`src/rtl/stack_sequencer.sv`:
```
// stack_sequencer: multi-cycle sequencer for CALL, RET, INT, RTI and hardware interrupt entry.
// Captures a qualifying decode-stage opcode, stalls the front end, issues 16-bit push/pop
// beats to the memory stage over a req/ack handshake, then loads PC (and flags for RTI).
// The PC is moved as two DATA_W halves, so PC_W is expected to equal 2*DATA_W.
//
// Ports:
//   clk, rst                    clock (rising edge), asynchronous active-high reset
//   op_valid, opcode            decode-stage opcode and its valid
//   pc_cur, pc_ret, target      current PC, return address, CALL destination
//   flags_in                    current {C,N,Z}
//   int_req                     level-sensitive hardware interrupt request
//   mem_ack, mem_rdata          beat completion and pop data from the memory stage
//   op_accept, busy, stall      front-end handshake / stall
//   mem_req/push/pop/wdata      registered beat request to the memory stage
//   pc_load, pc_value           one-cycle PC load
//   flags_load, flags_value     one-cycle flags load (RTI only)
//   int_ack                     hardware interrupt taken this cycle
module stack_sequencer #(
  parameter int unsigned     PC_W    = 32,
  parameter int unsigned     DATA_W  = 16,
  parameter logic [PC_W-1:0] INT_VEC = '0
) (
  input  logic              clk,
  input  logic              rst,
  input  logic              op_valid,
  input  logic [6:0]        opcode,
  input  logic [PC_W-1:0]   pc_cur,
  input  logic [PC_W-1:0]   pc_ret,
  input  logic [PC_W-1:0]   target,
  input  logic [2:0]        flags_in,
  input  logic              int_req,
  input  logic              mem_ack,
  input  logic [DATA_W-1:0] mem_rdata,
  output logic              op_accept,
  output logic              busy,
  output logic              stall,
  output logic              mem_req,
  output logic              mem_push,
  output logic              mem_pop,
  output logic [DATA_W-1:0] mem_wdata,
  output logic              pc_load,
  output logic [PC_W-1:0]   pc_value,
  output logic              flags_load,
  output logic [2:0]        flags_value,
  output logic              int_ack
);

  localparam int unsigned HiW = PC_W - DATA_W;

  typedef enum logic [1:0] {StIdle, StBeat, StLoad} state_e;
  // Encoding matches opcode[3:2] of the 111xx stack opcodes.
  typedef enum logic [1:0] {OpCall, OpRet, OpInt, OpRti} op_e;

  state_e            state_q, state_d;
  op_e               op_q, op_d;
  logic [1:0]        beat_q, beat_d;
  logic [PC_W-1:0]   pc_q, pc_d;      // pushed PC, or PC assembled from pops
  logic [PC_W-1:0]   tgt_q, tgt_d;
  logic [2:0]        flags_q, flags_d;
  logic              int_en_q, int_en_d;
  logic              req_q, req_d;
  logic              push_q, push_d;
  logic              pop_q, pop_d;
  logic [DATA_W-1:0] wdata_q, wdata_d;

  logic              int_take;
  logic              is_stack;
  op_e               dec_op;
  logic [1:0]        last_idx;
  logic              unused_opcode;

  assign unused_opcode = ^opcode[1:0];

  // Push order: PC high half, PC low half, then zero-extended flags.
  function automatic logic [DATA_W-1:0] push_word(input logic [1:0]      idx,
                                                  input logic [PC_W-1:0] pc,
                                                  input logic [2:0]      fl);
    case (idx)
      2'd0:    push_word = DATA_W'(pc[PC_W-1:DATA_W]);
      2'd1:    push_word = pc[DATA_W-1:0];
      default: push_word = DATA_W'(fl);
    endcase
  endfunction

  function automatic logic op_is_push(input op_e op);
    op_is_push = (op == OpCall) || (op == OpInt);
  endfunction

  always_comb begin
    state_d     = state_q;
    op_d        = op_q;
    beat_d      = beat_q;
    pc_d        = pc_q;
    tgt_d       = tgt_q;
    flags_d     = flags_q;
    int_en_d    = int_en_q;
    req_d       = req_q;
    push_d      = push_q;
    pop_d       = pop_q;
    wdata_d     = wdata_q;
    int_take    = 1'b0;
    op_accept   = 1'b0;
    pc_load     = 1'b0;
    pc_value    = '0;
    flags_load  = 1'b0;
    flags_value = '0;

    is_stack = (opcode[6:4] == 3'b111);
    dec_op   = op_e'(opcode[3:2]);
    last_idx = ((op_q == OpCall) || (op_q == OpRet)) ? 2'd1 : 2'd2;

    unique case (state_q)
      StIdle: begin
        // Hardware entry beats the opcode in decode; that opcode re-executes after RTI.
        int_take  = int_req & int_en_q;
        op_accept = ~int_take & op_valid & is_stack;
        if (int_take) begin
          op_d     = OpInt;
          pc_d     = pc_cur;
          flags_d  = flags_in;
          int_en_d = 1'b0;
        end else if (op_accept) begin
          op_d    = dec_op;
          pc_d    = pc_ret;
          tgt_d   = target;
          flags_d = flags_in;
          if (dec_op == OpInt) begin
            int_en_d = 1'b0;
          end
        end
        if (int_take || op_accept) begin
          state_d = StBeat;
          beat_d  = 2'd0;
          req_d   = 1'b1;
          push_d  = op_is_push(op_d);
          pop_d   = ~push_d;
          wdata_d = push_d ? push_word(2'd0, pc_d, flags_d) : '0;
        end
      end

      StBeat: begin
        if (req_q && mem_ack) begin
          if (pop_q) begin
            // RET pops lo, hi; RTI pops flags, lo, hi.
            if ((op_q == OpRti) && (beat_q == 2'd0)) begin
              flags_d = mem_rdata[2:0];
            end else if (beat_q == last_idx) begin
              pc_d[PC_W-1:DATA_W] = HiW'(mem_rdata);
            end else begin
              pc_d[DATA_W-1:0] = mem_rdata;
            end
          end
          if (beat_q == last_idx) begin
            state_d = StLoad;
            req_d   = 1'b0;
            push_d  = 1'b0;
            pop_d   = 1'b0;
            wdata_d = '0;
          end else begin
            // Back-to-back: req stays high with the next beat's data.
            beat_d  = beat_q + 2'd1;
            wdata_d = push_q ? push_word(beat_d, pc_q, flags_q) : '0;
          end
        end
      end

      StLoad: begin
        pc_load = 1'b1;
        case (op_q)
          OpCall:  pc_value = tgt_q;
          OpInt:   pc_value = INT_VEC;
          default: pc_value = pc_q;
        endcase
        if (op_q == OpRti) begin
          flags_load  = 1'b1;
          flags_value = flags_q;
          int_en_d    = 1'b1;
        end
        state_d = StIdle;
      end

      default: state_d = StIdle;
    endcase
  end

  always_ff @(posedge clk or posedge rst) begin
    if (rst) begin
      state_q  <= StIdle;
      op_q     <= OpCall;
      beat_q   <= 2'd0;
      pc_q     <= '0;
      tgt_q    <= '0;
      flags_q  <= 3'd0;
      int_en_q <= 1'b1;
      req_q    <= 1'b0;
      push_q   <= 1'b0;
      pop_q    <= 1'b0;
      wdata_q  <= '0;
    end else begin
      state_q  <= state_d;
      op_q     <= op_d;
      beat_q   <= beat_d;
      pc_q     <= pc_d;
      tgt_q    <= tgt_d;
      flags_q  <= flags_d;
      int_en_q <= int_en_d;
      req_q    <= req_d;
      push_q   <= push_d;
      pop_q    <= pop_d;
      wdata_q  <= wdata_d;
    end
  end

  assign busy      = (state_q != StIdle);
  assign stall     = busy | op_accept | int_take;
  assign int_ack   = int_take;
  assign mem_req   = req_q;
  assign mem_push  = push_q;
  assign mem_pop   = pop_q;
  assign mem_wdata = wdata_q;

endmodule
```
`config.mk`:
```
export PLATFORM = sky130hd
export DESIGN_NAME = stack_sequencer
export DESIGN_NICKNAME = d
export VERILOG_FILES = /design/src/rtl/stack_sequencer.sv
export SDC_FILE = /design/constraint.sdc
export NUM_CORES = 1
export LEC_CHECK = 0
export CAP_MARGIN = 10
export CORE_UTILIZATION = 25
export DETAILED_ROUTE_END_ITERATION = 6
export GPL_TIMING_DRIVEN = 0
export PLACE_DENSITY = 0.54
export SETUP_SLACK_MARGIN = 0.02
export SYNTH_ARGS = -nofsm -noshare
export SYNTH_HDL_FRONTEND = slang
export SYNTH_SLANG_ARGS = --single-unit
export TNS_END_PERCENT = 50
```
`constraint.sdc`:
```
create_clock -name clk -period 3.2 [get_ports clk]
set_input_delay 0.64 -clock clk [delete_from_list [all_inputs] [get_ports clk]]
set_output_delay 0.64 -clock clk [all_outputs]
set_load 0.01 [all_outputs]
```
==> results.toml, run 1 <==
[detailed_routing]
avgRoutedWirePerCell_um = 21.11
met1_length_um = 11230
drc_errors = 0
vias = 5961
antenna_left = 0
drt_first_pass_iters = 4
wl_um = 24720
wl_met3_um = 1758
top_layer_used = "met4"
avgViaCountPerCell = 5.091
dr_wl_met2_um = 11280
drt_iter0_drc = 394

[layout]
antenna_cells = 0
final_cell_mix = "182 x clkdlybuf4s50_1, 92 x dfrtp_1, 65 x a31oi_1"
area_growth_syn_to_layout_pct = 44.74
finalNonFillerCells = 1171
layout_commonest_cell = "clkdlybuf4s50_1"
layout.nets = 976
drive_gt1_share_pct = 14.91

[pwr]
seq_power_share_pct = 42.0
clock_power_share_pct = 48.2
max-vdd-ir-drop_uv = 189.0
swShare_pct = 22.09
p_per_area_mw_per_mm2 = 327.2
p_int_mw = 2.194
pwr-share-comb_pct = 9.8
leakagePower_nw = 3.557
p_switching_mw = 0.6221
p_total_mw = 2.816

[floorplan]
core_area_mm2 = 0.02340
die_width_um = 156.2
start_util_pct = 25.41
io_pins = 187
fp.dieArea_mm2 = 0.02440
fp.dieH_um = 156.2
num_rows = 56

[critical_path]
crit_path_cell_trace = "clkbuf_1, buf_2, a22oi_1, nor2_1, clkdlybuf4s50_1"
worstSetupPathType = "reg2out"
worstSetupEndpointType = "output pin"
slowest_delay_ns = 0.55
path_max_fanout = 10
critPathArrivalTime_ns = 2.42
cp_slowest_cell = "clkdlybuf4s50_1"
cp-start-kind = "flop"
cp.required_ns = 2.56

[timing]
slew_viol_final = 0
layout_min_cycle_time_ns = 3.059
slew_headroom_pct = 57.58
tightestPinTransition_ns = 0.6363
hold_violations = 0
setup_violations = 0
rsz0062_at_grt = "no"
timing.final.crit_share_pct = 95.61
skew_ns = 0.009505
fmax_ghz = 0.3269

[logic_synthesis]
synth-seq-area-share_pct = 39.16
postSynthCellCount = 652
synthArstFlopShare_pct = 100.0
ys_ff_latch = 93
synthesis.nets = 781
synthDistinctLibCells = 49
yosysWarnings = 0
syn_area_mm2 = 0.005946
postSynthAreaPerCell_um2 = 9.119
ys.flop_type = "dfrtp_1"
synth_edf_count = 0

[min_path]
hold_path.class = "reg2reg"

[clock_tree]
cts_inserted_buffers = 9
cts_tree = "built"
cts-htree-levels = 3
clock_latency_ns = 0.36
clk_pin_slew_ns = 0.07
cts_root_buf = "clkbuf_16"
clk_path_buf_depth = 2
clkSinkCount = 93

[placement]
place_inst = 1156
io_buffers = 184
place_hpwl_um = 19770
gpl.final_weighted_congestion = 0.9291

[global_route]
grt_pass1_wl_um = 36360
grt_max_degree = 49
antenna_found_initial = 0
gr-total-overflow = 0
track_usage_pct = 20.35
grt_pass1_vias = 5884

[outcome]
outcome = "complete, no violations"

[flow_run]
maxCapViolCount = 0
what timing repair did:
action / 4_1_cts / 5_1_grt
endpoints found under the setup margin: 20 / 30
hold buffers: 0 / 0
buffers inserted: 0 / 0
pin swaps: 0 / 0
gates resized for setup: 10 / 7
worst paths after layout:
| path | startpoint | endpoint | depth (start not counted) | slack (ns) |
|---|---|---|---|---|
| max in group asynchronous | rst | int_en_q | 3 | 1.75 |
| setup / recovery | op_q[0] | pc_value[31] | 5 | 0.14 |
| min in group asynchronous | rst | tgt_q[16] | 2 | 0.72 |
| setup reg to reg | int_en_q | pc_q[16] | 6 | 0.83 |
| hold / removal | tgt_q[26] | tgt_q[26] | 1 | 0.51 |
| hold reg to reg | tgt_q[26] | tgt_q[26] | 1 | 0.51 |
metrics by stage:
step	setup WS (ns)	TNS, ns	utilization, %	instance area [um^2]	hold WS [ns]
2_1_floorplan	0.1413	0	-	5946	0.4722
5_1_grt	0.03114	0	36.77	8606	0.5219
3_3_place_gp	-1.596	-147.45	34.98	8187	0.4824
3_5_place_dp	-0.4134	-0.7833	35.11	8217	0.4872
4_1_cts	0.03392	0	36.75	8600	0.5057
6_report	0.1406	0	36.77	8606	0.5060
flip-flops by register name, indices dropped and copies added (netlist names):
name and cells:
mem_req 1, mem_pop 1, int_en_q 1, flags_q 3, pc_q 32, state_q 2
beat_q 2, mem_wdata 16, tgt_q 32, mem_push 1, op_q 2
synth_stat cells (all sizes together) (28+ instances only):
master	count	area share (%)
o21ai	36	3.0
buf	28	2.9
and3	36	3.8
nand2	50	3.2
a21boi	34	4.3
nor3b	32	4.1
a31oi	65	6.8
a21oi	34	2.9
dfrtp	92	39
mux2	68	14
nor2	54	3.4
clkbuf	40	2.5
cells by family after synthesis:
logic type               synth area share [%]
AO/OA/AOI/OAI                           23.25
adder cells (fa/ha/maj)                0.4208
buffers and inverters                   6.082
flip-flops                              39.16
multiplexers                            13.74
AND/OR/NAND/NOR                         17.34
final cells by class:
type,instances,area [um^2]
fill,2446,14800
multi-input combinational,481,3258
sequential,93,2328
timing repair buffer,185,1871
tap,319,399.1
buffer,67,341.6
clock buffer,9,225.2
clock inverter,7,142.6
inverter,10,40.04
worst max-delay path, delay by kind of cell (launching register included):
family	cells	cell delay, ns
buffers and inverters	3	1.28
flip-flops	1	0.51
AND/OR/NAND/NOR	1	0.14
AO/OA/AOI/OAI	1	0.13
layer usage:
layer | track usage [%] | vias to the layer above
li1 | - | 2792
met3 | 4.154 | 22
met4 | 6.022 | 0
met2 | 32.21 | 238
met1 | 27.80 | 2909
met5 | 0 | -
power by group through the flow:
stage	registers, mW	clock network (mW)	logic (mW)
6_report	1.18	1.36	0.276
3_3_place_gp	1.21	0	0.274
4_1_cts	1.18	1.37	0.279
5_1_grt	1.18	1.41	0.294
2_1_floorplan	1.21	0	0.0607
3_5_place_dp	1.21	0	0.278
No activity file was read; power rests on OpenSTA's default activity.
==> run 2: changes to the inputs <==
CTS_BUF_LIST = sky130_fd_sc_hd__clkbuf_16   (was not set)
==> results of run 2 <==
Same layout as run 1: the final DEF is identical, and so are final timing and power.
==> run 3: changes to the inputs <==
CORE_MARGIN = 2   (was not set)
==> results.toml, run 3 (synthesis results as in run 1) <==
[global_route]
grt_max_degree = 49
grt_pass1_wl_um = 37160
grt_pass1_vias = 6116
gr-total-overflow = 0
track_usage_pct = 20.37
antenna_found_initial = 0

[pwr]
max-vdd-ir-drop_uv = 239.9
p_total_mw = 2.508
p_per_area_mw_per_mm2 = 294.6
leakagePower_nw = 3.515

[clock_tree]
cts_setup_buffers = 0
cts-htree-levels = 3
cts_inserted_buffers = 9
clock_latency_ns = 0.37
cts_root_buf = "clkbuf_16"
cts_tree = "built"
clkSinkCount = 93
clk_pin_slew_ns = 0.07
clk_path_buf_depth = 2

[critical_path]
worstSetupEndpointType = "output pin"
worstSetupPathType = "in2out"
slowest_delay_ns = 0.48
path_max_fanout = 10
cp-start-kind = "input pin"
crit_path_cell_trace = "clkdlybuf4s50_1, and4_1, buf_4, and3_1, buf_4, buf_6, dlygate4sd2_1"
critPathArrivalTime_ns = 2.39
cp.required_ns = 2.56
cp_slowest_cell = "clkdlybuf4s50_1"
cpMostUsedCell = "buf_4"

[detailed_routing]
avgRoutedWirePerCell_um = 21.54
avgViaCountPerCell = 5.152
wl_um = 25230
antenna_left = 0
drt_first_pass_iters = 5
vias = 6033
drt_iter0_drc = 505
drc_errors = 0

[min_path]
hold_path.class = "reg2reg"

[timing]
timing.final.crit_share_pct = 94.66
skew_ns = 0.01058
fmax_ghz = 0.3301
rsz0062_at_grt = "no"
slew_headroom_pct = 57.76
tightestPinTransition_ns = 0.6336
hold_violations = 0
fin_tns_setup_ns = 0
layout_min_cycle_time_ns = 3.029
setup_slack_ns = 0.1708
slew_viol_final = 0
worst_hold_slack_ns = 0.5022
setup_violations = 0

[placement]
io_buffers = 184
place_hpwl_um = 20160
place_ws_ns = -0.4272
place_inst = 1156
gpl.final_weighted_congestion = 0.9212
dpl-instance-area_mm2 = 0.008217

[floorplan]
fp.dieH_um = 158.2
io_pins = 187
core_area_mm2 = 0.02340
die_width_um = 158.2
num_rows = 56
fp.dieArea_mm2 = 0.02503
start_util_pct = 25.41

[layout]
fill_cells = 2455
drive_gt1_share_pct = 15.14
area_growth_syn_to_layout_pct = 43.20
fin_util_pct = 36.38
antenna_cells = 0
multi_input_area_mm2 = 0.003259
postLayoutCellArea_mm2 = 0.008514
layout.nets = 976
finalNonFillerCells = 1171
layout_commonest_cell = "clkdlybuf4s50_1"
final_cell_mix = "182 x clkdlybuf4s50_1, 92 x dfrtp_1, 65 x a31oi_1"
regArea_mm2 = 0.002328

[outcome]
outcome = "complete, no violations"

[flow_run]
maxCapViolCount = 0
## run 3: changes by cell type in the layout (fill, tap and decap cells not counted)
cell | previous run | this run
clkinvlp_4 | 0 | 1
and3_2 | 0 | 1
clkinv_4 | 0 | 1
and3_1 | 36 | 35
bufinv_16 | 4 | 0
clkbuf_2 | 4 | 5
clkbuf_1 | 34 | 33
clkinv_2 | 1 | 3
## run 3: critical path, delay by kind of cell
family	cells	cell delay, ns
buf+inv	5	1.33
simple gates	2	0.40
## run 3: area by class of cell
type / instances / area share (%)
multi-input combinational: 481 / 38.28
sequential: 93 / 27.35
timing repair buffer: 185 / 21.97
tap: 319 / 4.688
buffer: 67 / 4.026
clock buffer: 9 / 2.645
clock inverter: 7 / 0.5731
inverter: 10 / 0.4702
## run 3: path summary, 6_finish.rpt
kind / start / end / slack [ns] / cells after the start
hold reg to reg: tgt_q[15] / tgt_q[15] / 0.50 / 1
max in group asynchronous: rst / int_en_q / 1.76 / 3
setup / recovery: opcode[4] / op_accept / 0.17 / 7
min in group asynchronous: rst / tgt_q[18] / 0.71 / 2
hold / removal: tgt_q[15] / tgt_q[15] / 0.50 / 1
setup reg to reg: int_en_q / pc_q[19] / 0.82 / 6
## run 3: report_power, final
part	switching [mW]	internal, mW	total, mW
registers	0.00303	1.18	1.18
logic	0.112	0.167	0.279
clock network	0.517	0.530	1.05
total	0.632	1.88	2.51
## run 3: metal layers
layer	up-vias	routed length, um	track usage [%]
met5	-	0	0
met4	0	577	6.778
met3	30	1893	4.161
met2	263	11390	32.03
met1	2941	11370	27.91
li1	2799	-	-
## run 3: repair_timing
action / 4_1_cts / 5_1_grt
setup endpoints to repair: 27 / 25
hold buffers: 0 / 0
gates resized for setup: 12 / 5
pin swaps: 0 / 0
==> RTL change: new RTL, flow settings as in run 3 <==
Set the parameter `DATA_W` to 12 (it was 16).
--- a/src/rtl/stack_sequencer.sv
+++ b/src/rtl/stack_sequencer.sv
@@ -17,7 +17,7 @@
 //   int_ack                     hardware interrupt taken this cycle
 module stack_sequencer #(
   parameter int unsigned     PC_W    = 32,
-  parameter int unsigned     DATA_W  = 16,
+  parameter int unsigned     DATA_W  = 12,
   parameter logic [PC_W-1:0] INT_VEC = '0
 ) (
   input  logic              clk,
Interface: changed (resized mem_rdata and mem_wdata); port bits go from 187 to 179. The function was not compared with the original's and may differ.
==> RTL change against run 3 <==
  * Sequential cell count decreased by 4
  * Global-route usage decreased by 0.71 points
  * Utilization increased by 1.6 points
  * Critical path depth decreased by 1
  * Area after synthesis decreased by 13%
  * Largest cell class unchanged
  * Routed wire length decreased by 15%
  * Highest routed layer unchanged
  * Via count decreased by 16%
  * Count of clock-buffer cells in the layout unchanged
  * Worst hold slack got worse by 12 ps
  * Final area decreased by 9.8%
  * Setup slack got worse by 68 ps
Power is not compared: it rests on default switching activity, and its combinational part moved more than twofold at a synthesized area within 25%.
==> RTL change: results (changes against run 3) <==
| Metric | Value | vs run 3 |
| --- | --- | --- |
| Number of violations reported at the end of detailed-routing iteration 0 | 330 | was 505 |
| CTS tree | yes | unchanged |
| Non-clock buffer area fraction after layout | 26.3% | was 26.0% |
| Fraction of layout instances using a drive strength above 1 | 14.4% | was 15.1% |
| List of most frequent post-synthesis cells | 88 x dfrtp_1, 47 x nor2_1, 41 x a21oi_1 | was 92 x dfrtp_1, 65 x a31oi_1, 58 x mux2_2 |
| Setup Skew | 8.61 ps | was 10.6 ps |
| Total track usage | 19.7% | was 20.4% |
| Sequential share of cell area | 29.0% | was 27.3% |
| Count of buffers not belonging to the clock network in the layout | 224 | was 252 |
| Run status | finished, final reports clean | unchanged |
| Distinct cell type count after synthesis | 55 | was 49 |
| Wire length of the first global-routing pass | 32200 µm | was 37200 µm |
| Post-CTS repair timing setup buffer count | 1 | was 0 |
| Non-CTS inverters | 16 | was 10 |
| Multi-In Gates | 377 | was 481 |
| Aggregate routed wire length | 21400 µm | was 25200 µm |
| Multi-input gate share of the layout cell area | 34.8% | was 38.3% |
| Post-placement worst setup slack | -529 ps | was -427 ps |
| Clock-cell share of area | 4.68% | was 3.22% |
| HPWL reported at the end of detailed placement | 16600 µm | was 20200 µm |
| Post-cts gate resize count | 6 | was 12 |
| Number of global-route vias before repair | 5272 | was 6116 |
| Clk_lat worst skew | 350 ps | was 370 ps |
| Synth warn | 0 | unchanged |
| Final instance area | 7680 µm² | was 8510 µm² |
| Register area share after synthesis | 43.2% | was 39.2% |
| Data arrival, critical path | 2460 ps | was 2390 ps |
| Transition time at the pin with the least slew margin | 859 ps | was 634 ps |
| Fillers | 2029 | was 2455 |
| Area inside the core boundary | 20200 µm² | was 23400 µm² |
| Delay contributed by the slowest stage of the critical path | 500 ps | was 480 ps |
| GPL Wtd Cong | 0.942 | was 0.921 |
| Category of cells accounting for the largest share of critical-path delay | buffers and inverters | unchanged |
| Dpl cells | 975 | was 1156 |
| Count of placed standard cells in the final layout, fillers left out | 992 | was 1171 |
| Per-instance average area after synthesis | 9.78 µm² | was 9.12 µm² |
| Number of port buffers | 176 | was 184 |
| H-tree level count | 3 | unchanged |
| Average vias per placed instance | 5.10 | was 5.15 |
| Area after DPL | 7290 µm² | was 8220 µm² |
| Synth area leaders | dfrtp_1 43%, mux2_2 7.9%, nor3b_1 4.5% | was dfrtp_1 39%, mux2_2 11%, a31oi_1 6.8% |
| Net Count, Synth | 653 | was 781 |
| # nets final | 842 | was 976 |
| Flop and latch count out of synthesis | 89 | was 93 |
| Number of iterations in the first detailed-routing pass | 5 | unchanged |
| Maximum number of pins on one net before global-route repair | 52 | was 49 |
RTL change: cell types whose count changed in the layout (fill, tap and decap cells not counted), sizes merged, moves of 18 or more:
cell    change
a21boi     -32
a22oi      +25
a31oi      -52
and3       -25
mux2       -22
o21ai      -21
o221ai     +18
RTL change: worst paths after layout:
path,startpoint,endpoint,slack [ps],cells after the start
worst max-delay path,int_req,int_ack,100,6
worst min-delay path,pc_q[26]$_DFFE_PP0P_,pc_q[26]$_DFFE_PP0P_,490,1
worst max register to register,beat_q[0]$_DFFE_PP0P_,pc_q[17]$_DFFE_PP0P_,920,7
worst min register to register,pc_q[26]$_DFFE_PP0P_,pc_q[26]$_DFFE_PP0P_,490,1
max in group asynchronous,rst,int_en_q$_DFFE_PP1P_,1820,3
min in group asynchronous,rst,tgt_q[18]$_DFFE_PP0P_,690,2
RTL change: power groups by stage:
| stage | combinational, mW | clock, mW | sequential, mW |
|---|---|---|---|
| after global placement | 3.05 | 0 | 2.08 |
| final | 3.11 | 1.30 | 2.09 |
| after floorplan | 2.02 | 0 | 1.95 |
| after detailed placement | 3.07 | 0 | 2.09 |
| after global routing | 3.40 | 1.38 | 2.16 |
| after CTS | 3.09 | 1.32 | 2.09 |
RTL change: routing by layer:
layer	up-vias	track usage, %	share of wire, %
met2	200	30.0	45
li1	2353	-	-
met5	-	0	0
met3	32	3.83	5.8
met4	0	7.02	2.5
met1	2478	27.8	47
RTL change: kinds of logic after synthesis:
| group | after synthesis | synth area share [%] |
|---|---|---|
| AOI/OAI and AO/OA | 167 | 23.1 |
| adders and majority gates | 2 | 0.485 |
| buffers and inverters | 62 | 5.19 |
| DFF | 89 | 43.2 |
| muxes | 53 | 12.1 |
| and+or+nand+nor | 155 | 15.9 |
